`src/rtl/monster_slot.sv`:
```
// One monster slot: spawns at an LFSR-derived X, marches down once per frame, dies or escapes.
// Optional horizontal zig-zag drift is enabled by defining MONSTER_ZIGZAG_EN.
module monster_slot #(
  parameter int         START_Y      = 0,
  parameter int         BOTTOM_Y     = 479,
  parameter int         STEP         = 1,
  parameter int         X_MIN        = 0,
  parameter int         X_MAX        = 607,
  parameter int         DEATH_FRAMES = 8,
  parameter logic [9:0] LFSR_SEED    = 10'h2A5
) (
  input  logic       Clk,
  input  logic       Reset,
  input  logic       frame_clk,
  input  logic       spawn,
  input  logic       hit,
  output logic [9:0] monster_x,
  output logic [9:0] monster_y,
  output logic       active,
  output logic       exploding,
  output logic       monster_done,
  output logic       escaped
);

  localparam int CW = $clog2(DEATH_FRAMES) + 1;

  typedef enum logic [1:0] {IDLE, ACTIVE, DYING} state_t;

  state_t        state, state_nxt;
  logic          frame_clk_d;
  logic [9:0]    lfsr;
  logic [CW-1:0] cnt;
  logic          frame_tick;
  logic [10:0]   y_sum;
  logic [10:0]   spawn_x_raw;
  logic [9:0]    spawn_x;
  logic          escape_now;
  logic          active_nxt, exploding_nxt, done_nxt, escaped_nxt;
`ifdef MONSTER_ZIGZAG_EN
  logic          dir;
`endif

  assign frame_tick  = frame_clk & ~frame_clk_d;
  // 11-bit sum so a position near the bottom cannot wrap and sneak past the compare
  assign y_sum       = {1'b0, monster_y} + 11'(STEP);
  assign spawn_x_raw = 11'(X_MIN) + {2'b00, lfsr[8:0]};
  assign spawn_x     = (spawn_x_raw > 11'(X_MAX)) ? 10'(X_MAX) : spawn_x_raw[9:0];
  assign escape_now  = (state == ACTIVE) && !hit && frame_tick && (y_sum > 11'(BOTTOM_Y));

  always_comb begin
    state_nxt = state;
    unique case (state)
      IDLE:    if (spawn) state_nxt = ACTIVE;
      ACTIVE:  if (hit) state_nxt = DYING;
               else if (escape_now) state_nxt = IDLE;
      DYING:   if (frame_tick && cnt == CW'(DEATH_FRAMES - 1)) state_nxt = IDLE;
      default: state_nxt = IDLE;
    endcase
  end

  always_comb begin
    active_nxt    = (state_nxt == ACTIVE);
    exploding_nxt = (state_nxt == DYING);
    done_nxt      = (state_nxt == IDLE);
    escaped_nxt   = escape_now;
  end

  always_ff @(posedge Clk) begin
    if (!Reset) begin
      state        <= IDLE;
      frame_clk_d  <= 1'b0;
      lfsr         <= LFSR_SEED;
      cnt          <= '0;
      monster_x    <= '0;
      monster_y    <= '0;
      active       <= 1'b0;
      exploding    <= 1'b0;
      monster_done <= 1'b1;
      escaped      <= 1'b0;
`ifdef MONSTER_ZIGZAG_EN
      dir          <= LFSR_SEED[9];
`endif
    end else begin
      state        <= state_nxt;
      frame_clk_d  <= frame_clk;
      lfsr         <= {lfsr[8:0], lfsr[9] ^ lfsr[6]};
      active       <= active_nxt;
      exploding    <= exploding_nxt;
      monster_done <= done_nxt;
      escaped      <= escaped_nxt;
      unique case (state)
        IDLE: if (spawn) begin
          monster_x <= spawn_x;
          monster_y <= 10'(START_Y);
`ifdef MONSTER_ZIGZAG_EN
          dir       <= lfsr[9];
`endif
        end
        ACTIVE: begin
          if (hit) cnt <= '0;
          else if (frame_tick) begin
            if (!escape_now) monster_y <= y_sum[9:0];
`ifdef MONSTER_ZIGZAG_EN
            // dir=1 drifts right; the bound reached on this tick flips direction
            if (dir) begin
              if (monster_x >= 10'(X_MAX)) begin
                monster_x <= monster_x - 10'd1;
                dir       <= 1'b0;
              end else begin
                monster_x <= monster_x + 10'd1;
                if (monster_x + 10'd1 >= 10'(X_MAX)) dir <= 1'b0;
              end
            end else begin
              if (monster_x <= 10'(X_MIN)) begin
                monster_x <= monster_x + 10'd1;
                dir       <= 1'b1;
              end else begin
                monster_x <= monster_x - 10'd1;
                if (monster_x - 10'd1 <= 10'(X_MIN)) dir <= 1'b1;
              end
            end
`endif
          end
        end
        DYING: if (frame_tick) cnt <= cnt + 1'b1;
        default: ;
      endcase
    end
  end

endmodule

```
`config.mk`:
```
export PLATFORM = sky130hd
export DESIGN_NAME = monster_slot
export DESIGN_NICKNAME = d
export VERILOG_FILES = /design/src/rtl/monster_slot.sv
export SDC_FILE = /design/constraint.sdc
export NUM_CORES = 1
export LEC_CHECK = 0
export CAP_MARGIN = 20
export CELL_PAD_IN_SITES_DETAIL_PLACEMENT = 0
export CELL_PAD_IN_SITES_GLOBAL_PLACEMENT = 1
export CORE_MARGIN = 1
export CORE_UTILIZATION = 41
export CTS_CLUSTER_SIZE = 8
export DETAILED_ROUTE_END_ITERATION = 16
export GPL_TIMING_DRIVEN = 0
export HOLD_SLACK_MARGIN = 0.12
export MAX_ROUTING_LAYER = met4
export PLACE_DENSITY = 0.88
export SYNTH_ARGS = -nofsm -noshare
export SYNTH_HDL_FRONTEND = slang
export SYNTH_SLANG_ARGS = --single-unit
```
`constraint.sdc`:
```
create_clock -name Clk -period 5.2 [get_ports Clk]
set_clock_uncertainty 0.1 [all_clocks]
set_input_delay 1.3 -clock Clk [delete_from_list [all_inputs] [get_ports Clk]]
set_output_delay 1.3 -clock Clk [all_outputs]
set_load 0.005 [all_outputs]
```
Word level (Yosys, flattened, before mapping)

Index checks and enable logic that the tools add are counted.

Add/subtract/negate cells: 2
$lt $le $gt $ge: 2
Equal/unequal tests: 11
Muxes and demuxes: 14
Bitwise operators: 3
Reductions and logical operators: 12

Operator list:

| operator                | count |
|---|---|
| $mux W10                | 5 |
| $pmux W10 S2            | 1 |
| $ne A2 B2 Y1 const B    | 6 |
| $add A10 B1 Y11 const B | 1 |
| $gt A11 B9 Y1 const B   | 1 |
| $gt A9 B10 Y1 const B   | 1 |
| $mux W2                 | 4 |
| $mux W4                 | 2 |
| $pmux W4 S2             | 1 |
| $pmux W2 S3             | 1 |
| $reduce_and A5 Y1       | 1 |
| $add A4 B1 Y4 const B   | 1 |
| $eq A2 B1 Y1 const B    | 2 |
| $eq A2 B2 Y1 const B    | 2 |
| $eq A4 B3 Y1 const B    | 1 |
| $logic_and A1 B1 Y1     | 4 |
| $logic_not A2 Y1        | 2 |
| $reduce_bool A2 Y1      | 2 |
| $reduce_and A3 Y1       | 1 |
| $reduce_and A2 Y1       | 1 |
| $and A1 B1 Y1           | 1 |
| $logic_not A1 Y1        | 1 |
| $not A1 Y1              | 1 |
| $xor A1 B1 Y1           | 1 |

Flip-flop bits (word level): 41
Input bits: 5
Output and inout port bits: 24
Logic and storage cells: 54

Depth between registers and ports, before layout

Gate-level depths: netlist of the first run.

Word-level depth: 8
Gate-level depth with buffers: 9
Depth with buffers taken out: 8

Least setup slack after synthesis of the first run

No wires, ideal clock.

Path type: input -> register
Start: in frame_clk
End: reg monster_y[3]
Setup time: 0.101 ns
Arrival: 2.516 ns
Data required time: 4.999 ns
Slack: 2.483 ns
Stages on the path: 7
Path buffers: 1
Cells stage by stage: nor2b_1 -> nand3b_1 -> a21oi_1 -> o211ai_1 -> or2_0 -> clkbuf_2 -> o41ai_1

Word-level cells in the longest chain between the ends: 5
Elaborated cells between the ends (all ways): 6
Those cells by class: eq/ne: 2; bitwise: 1; reduce/logical: 3

Ends and longest elaborated chain:

| item                                 | RTL line | RTL |
|---|---|---|
| from (decl)                          | 14       | `input logic frame_clk,` |
| $and A1 B1 Y1 *                      | 43       | `assign frame_tick = frame_clk & ~frame_clk_d;` |
| $logic_and A1 B1 Y1 (2 in a row)     | 48       | `assign escape_now = (state == ACTIVE) && !hit && frame_tick && (y_sum > 11'(BOTTOM_Y));` |
| $ne A2 B2 Y1 (no source line)        | -        |  |
| $reduce_and A5 Y1 (no source line) * | -        |  |
| to (signal assigned)                 | 94       | `monster_y <= 10'(START_Y);` |
| to (signal assigned)                 | 102      | `if (!escape_now) monster_y <= y_sum[9:0];` |
| to (decl)                            | 18       | `output logic [9:0] monster_y,` |

Mark *: on every way between the ends. The rest lies on a longest branch, timed or not.
A chain may end at the register's enable or synchronous reset.

Final worst setup path of the first run

Start: in frame_clk
End: reg monster_y[8]

Same word-level chain as after synthesis.

==> key figures, run 1 <==
Outcome
  • Status: complete, no violations

Setup path
  • Required @ worst endpoint: 5290 ps
  • CP max FO: 7
  • Startpoint types: primary input
  • Critical path class: primary input to flop
  • CP Data Arrival Time: 3300 ps
  • CP endpoint kind: flop

Placed design
  • Hpwl dp: 2.54 mm
  • Placer's final routability congestion estimate: 0.793
  • Port-buffer cells: 27

Floorplanning
  • Die width: 66.1 microns
  • Rows: 22
  • Starting Density: 44.4%
  • DIE HEIGHT: 66.1 microns
  • Core box area: 3800 sq um
  • Die ar.: 4370 sq um
  • Ports: 29

STA
  • Final Setup Violations: 0
  • Tmin final: 3210 ps
  • Max-slew violations: 0
  • Hold Fails Final Rpt: 0
  • Fin crit share: 61.7%
  • Slew HR: 57.0%
  • Setup TNS: 0 ps
  • Tightest Pin Transition: 642 ps
  • Highest clock rate: 0.312 GHz
  • WHS: 343 ps
  • RSZ-0062 raised after global routing: no

Logic synthesis
  • Top FF cell, synth: dfxtp_1
  • Synth Net Count: 203
  • Synth Register Bits: 40
  • Netlist Area Pre-Place: 1690 sq um
  • Synth Instances: 195
  • Post-synthesis async set-or-reset flop share: 0%
  • Yosys cell types: 41
  • Yosys warning count: 0
  • Yosys top cell by area: dfxtp_1
  • Number of flops mapped to enable cells by yosys: 0
  • Share of the synthesized area in the top cell type: 47.5%
  • Register area share after synthesis: 47.5%
  • Synth top area cells: dfxtp_1 48%, nand2_1 6.9%, a21oi_1 5.3%
  • Avg Cell Area, Syn: 8.64 sq um

Pwr
  • Leakage power: 0.000757 uW
  • Peak VDD IR: 0.000171 V
  • PD cells: 313 nW/um^2

Clocking
  • Clk pin slew, worst setup/hold paths: 80 ps
  • Clk_lat worst skew: 290 ps
  • H-tree depth: 2
  • CTS Buf Count: 5
  • # clock sinks: 40
  • Longest Clk Path Bufs: 2
  • Cts hold-fix bufs: 0
  • Resize count post-CTS: 0
  • Postcts setup bufs: 0
  • CTS root buf: clkbuf_8
  • CTS tree: done

GRT
  • Global-route wire length before repair: 6.07 mm
  • Grt total ovfl: 0
  • Initial antenna violation count: 0
  • Vias in the first global route: 1265
  • Tot GR Track Use: 19.3%
  • Largest net degree at the start of global routing: 13

Worst hold path
  • Hold/Removal Path Class: flop to flop

Layout
  • Diode count: 0
  • Share of post-route cells with drive strength above 1: 7.39%
  • Area growth syn-to-layout: 27.1%
  • Fin nets: 237

Drt
  • DR vias/cell: 5.23
  • 1st-iter DRT viols: 100
  • DRC: 0
  • Post-DR wirelength/cell: 13.2 microns
  • Vias: 1455
  • DRT Wirelength: 3.66 mm
  • Post-route ant nets: 0
  • First-pass iteration count of the detailed router: 4

Job
  • Maxcap violations: 0
critical path: stages:
cell and delay (ps):
clkdlybuf4s50_1 480, nor2b_1 360, nand3b_1 120, a21oi_1 170, o211ai_1 130, or2_0 230
clkbuf_2 170, o41ai_1 320
path summary, 6_finish.rpt:
kind,from,to,slack [ps],cells past startpoint
min,lfsr[1],lfsr[2],340,1
min reg2reg,lfsr[1],lfsr[2],340,1
max reg2reg,monster_y[1],monster_y[8],2640,8
max,frame_clk,monster_y[8],1990,8
registers in the layout (all words and copies together), names as in the netlist:
| register | flops |
|---|---|
| active | 1 |
| cnt | 4 |
| escaped | 1 |
| exploding | 1 |
| frame_clk_d | 1 |
| lfsr | 10 |
| monster_done | 1 |
| monster_x | 9 |
| monster_y | 10 |
| state | 2 |
cells in the mapped netlist (2+ instances only):
library cell	instances
a31oi_1	5
ha_1	3
nand2_1	31
o41ai_1	5
nor2b_1	2
nor3b_1	2
nand3b_1	3
a21oi_1	18
nor4_1	2
nor2_1	8
clkbuf_1	6
and2_1	7
o2111ai_1	6
buf_2	2
or3_1	2
xnor2_1	3
dfxtp_1	40
clkbuf_2	2
inv_1	3
o31ai_1	2
and4_1	2
nor3_1	2
buf_4	3
o21ai_0	5
nand2b_1	7
nand3_1	9
area by class of cell:
cell class / count / area [sq um]
Inverter: 4 / 15.0
Tap cell: 48 / 60.1
Timing Repair Buffer: 27 / 270
Clock inverter: 1 / 30.0
Fill cell: 377 / 1660
Clock buffer: 7 / 96.3
Sequential cell: 40 / 801
Buffer: 13 / 65.1
Multi-Input combinational cell: 138 / 805
placed cells by master (no fill, tap or decap), drive strengths merged, types with 6 or more instances in the layout:
| cell type | instances |
|---|---|
| dfxtp | 40 |
| clkbuf | 15 |
| a21oi | 18 |
| and2 | 8 |
| o2111ai | 6 |
| nand3 | 9 |
| nor2 | 8 |
| o21ai | 6 |
| nand2b | 7 |
| nand2 | 31 |
| clkdlybuf4s50 | 27 |
metrics by stage:
step                utilization, %  total power [uW]  std cells  worst slack [ps]  instance area [sq um]
floorplan                        -               372        195              2480                   1690
global placement              53.1               401        270              1730                   2020
detailed placement            53.1               401        270              1710                   2020
CTS                           56.4               673        278              2000                   2140
global route                  56.4               696        278              1780                   2140
finish                        56.4               670        278              1990                   2140
layer usage:
metal  vias up  GRT usage (%)  wire, microns
met4         0           9.31             51
met2        28           26.9           1650
met5         -              -              0
li1        757              -              -
met3         5           4.83            143
met1       665           26.0           1820
power breakdown:
group | internal (uW) | switching, uW
Combinational | 30.1 | 35.1
Clock | 169 | 106
Sequential | 321 | 8.00
Total | 520 | 150
logic make-up after synthesis:
family                   Yosys count  share of synthesized area, %
buffers and inverters             17                          4.75
AND/OR/NAND/NOR                   83                          25.2
adder cells (fa/ha/maj)            3                          2.23
XOR/XNOR                           4                          2.08
other                              1                         0.223
flip-flops                        40                          47.5
AO/OA/AOI/OAI                     47                          18.0
Note: power is estimated with default switching activity, not from simulation.
==> run 2: changes to the inputs <==
Settings changed: CORE_UTILIZATION 41 to 35, PLACE_DENSITY 0.88 to 0.81.
Clock period 5.2 ns to 2.6 ns, I/O delays scaled along.
==> run 2 against run 1 <==
Largest power group unchanged. Sequential share of layout area fell by 0.058 points. Via count is 1.7% higher. Critical endpoint is now monster_y[3]. Flip-flop and latch count did not move. Routed wire length grew 3.8%. Final area up 0.47%. Power rose by 94%. Clock power rose by 84%. The flow now finishes with violations (design-rule violations). Worst setup slack worse by 1800 ps. Global-route usage fell by 2.5 points. Core utilization fell by 8.6 points. First-iteration DRC count is 4.0% lower. Die area up 17%.
==> key figures, run 2 (synthesis results as in run 1) <==
Outcome
  • Status: finished, violations left (was complete, no violations)
  • Violated checks: design-rule violations

Layout
  • Leading cell type in the layout, fill and taps excluded: dfxtp_1 (unchanged)
  • Fin nets: 237 (unchanged)
  • Share of post-route cells with drive strength above 1: 9.13% (was 7.39%)
  • Commonest cells after routing, fill and taps aside: 38 x dfxtp_1, 31 x nand2_1, 27 x clkdlybuf4s50_1 (was 40 x dfxtp_1, 31 x nand2_1, 27 x clkdlybuf4s50_1)
  • Diode count: 0 (unchanged)
  • Area growth syn-to-layout: 27.7% (was 27.1%)
  • Top flop regs: lfsr (10), monster_y (10), monster_x (9) (unchanged)

Floorplanning
  • Die width: 71.4 microns (was 66.1 microns)
  • Rows: 24 (was 22)
  • Core box area: 4500 sq um (was 3800 sq um)
  • Die ar.: 5100 sq um (was 4370 sq um)
  • Ports: 29 (unchanged)
  • DIE HEIGHT: 71.4 microns (was 66.1 microns)
  • Starting Density: 37.4% (was 44.4%)

Worst hold path
  • Hold/Removal Path Class: flop to flop (unchanged)
  • Hold wc startpoint: lfsr[4] (was lfsr[1])

Clocking
  • Postcts setup bufs: 0 (unchanged)
  • CTS tree: done (unchanged)
  • CTS Buf Count: 5 (unchanged)
  • Longest Clk Path Bufs: 2 (unchanged)
  • H-tree depth: 2 (unchanged)
  • Cts hold-fix bufs: 0 (unchanged)
  • Clk pin slew, worst setup/hold paths: 80 ps (about the same)
  • Clk_lat worst skew: 290 ps (about the same)
  • # clock sinks: 40 (unchanged)
  • CTS root buf: clkbuf_8 (unchanged)
  • Resize count post-CTS: 0 (unchanged)

STA
  • Setup TNS: 0 ps (unchanged)
  • Highest clock rate: 0.420 GHz
  • RSZ-0062 raised after global routing: no (unchanged)
  • Fin crit share: 91.5%
  • Tmin final: 2380 ps
  • Slew HR: 55.4% (was 57.0%)
  • Hold Fails Final Rpt: 0 (unchanged)
  • Final Setup Violations: 0 (unchanged)
  • Tightest Pin Transition: 666 ps (was 642 ps)
  • Max-slew violations: 0 (unchanged)

Setup path
  • CP max FO: 10 (was 7)
  • Worst path slowest cell: dfxtp_2 (was clkdlybuf4s50_1)
  • Worst Setup SP: monster_y[1] (was frame_clk)
  • Startpoint types: flop (was primary input)
  • Worst r2r src: monster_y[1] (unchanged)
  • CP endpoint kind: flop (unchanged)
  • Critical path class: flop to flop (was primary input to flop)
  • Crit path cell chain: ha_1, clkbuf_4, o21ai_1, a222oi_1, o211ai_1, or2_0, clkbuf_2, o41ai_1 (was clkdlybuf4s50_1, nor2b_1, nand3b_1, a21oi_1, o211ai_1, or2_0, clkbuf_2, o41ai_1)
  • Required @ worst endpoint: 2700 ps (was 5290 ps)
  • CP Data Arrival Time: 2480 ps (was 3300 ps)
  • Critical path buffers and inverters: 2 (unchanged)
  • Delay-heaviest family, CP: compound AO/OA/AOI/OAI gates (was simple AND/OR/NAND/NOR gates)
  • CP max stage delay: 400 ps (was 480 ps)

GRT
  • Grt total ovfl: 0 (unchanged)
  • Vias in the first global route: 1382 (was 1265)
  • Global-route wire length before repair: 6.45 mm (was 6.07 mm)
  • Initial antenna violation count: 0 (unchanged)
  • Tot GR Track Use: 16.8% (was 19.3%)
  • Largest net degree at the start of global routing: 14 (was 13)

Drt
  • Vias: 1480 (was 1455)
  • Post-route ant nets: 0 (unchanged)
  • DRC: 1 (was 0)
  • First-pass iteration count of the detailed router: 10 (was 4)
  • 1st-iter DRT viols: 96 (was 100)
  • DR vias/cell: 5.25 (was 5.23)
  • Post-DR wirelength/cell: 13.5 microns (was 13.2 microns)
  • DRT Wirelength: 3.80 mm (was 3.66 mm)

Pwr
  • Tot Pwr: 1300 uW (was 670 uW)
  • Leakage power: 0.000752 uW (was 0.000757 uW)
  • Peak VDD IR: 0.000406 V (was 0.000171 V)
  • PD cells: 603 nW/um^2 (was 313 nW/um^2)

Job
  • Maxcap violations: 0 (unchanged)

Placed design
  • Port-buffer cells: 27 (unchanged)
  • Placer's final routability congestion estimate: 0.847 (was 0.793)
  • Hpwl dp: 2.61 mm (was 2.54 mm)
run 2: changes by cell type in the layout (fill, tap and decap cells not counted), sizes merged:
cell      change
clkinv        +1
buf           -1
clkbuf        -1
clkinvlp      +1
run 2: where the power goes:
part	leakage, uW	switching (uW)	internal, uW	total, uW
Clock	0.0000541	223	284	507
Combinational	0.000369	71.8	61.2	133
Sequential	0.000329	16.7	642	658
run 2: layout make-up:
cell class / instances / area [sq um]
timing repair buffer: 27 / 270
buffer: 13 / 67.6
inverter: 4 / 15.0
tap: 52 / 65.1
clock buffer: 5 / 68.8
sequential: 40 / 803
multi-input combinational: 138 / 820
fill: 441 / 2350
clock inverter: 3 / 42.5
run 2: worst reg2reg max path: cells and delay by family, from the launching register on:
| kind | cells | cell delay [ps] |
|---|---|---|
| AND/OR/NAND/NOR | 1 | 230 |
| flip-flops | 1 | 400 |
| buffers and inverters | 2 | 410 |
| adder cells (fa/ha/maj) | 1 | 230 |
| AO/OA/AOI/OAI | 4 | 930 |
run 2: through the flow:
stage                     std cells  utilization (%)  hold WS [ps]  worst slack [ps]  area (sq um)
final                           282             47.8           349               220          2150
after global routing            282             47.8           367              29.7          2150
after CTS                       282             47.3           350              56.9          2130
after global placement          274             44.9           325              -258          2020
after detailed placement        274             44.9           327              -244          2020
after floorplan                 195                -           311               424          1690
run 2: final timing paths:
path | cells after the start | slack, ps | to
worst max-delay path | 8 | 220 | monster_y[3]
worst min-delay path | 1 | 350 | lfsr[5]
worst max register to register | 8 | 220 | monster_y[3]
worst min register to register | 1 | 350 | lfsr[5]
run 2: metal layers:
metal | global-route usage, % | routed length (microns) | vias up
met4 | 7.78 | 50 | 0
li1 | - | - | 762
met3 | 3.66 | 216 | 5
met1 | 21.7 | 1860 | 673
met5 | - | 0 | -
met2 | 25.2 | 1660 | 40
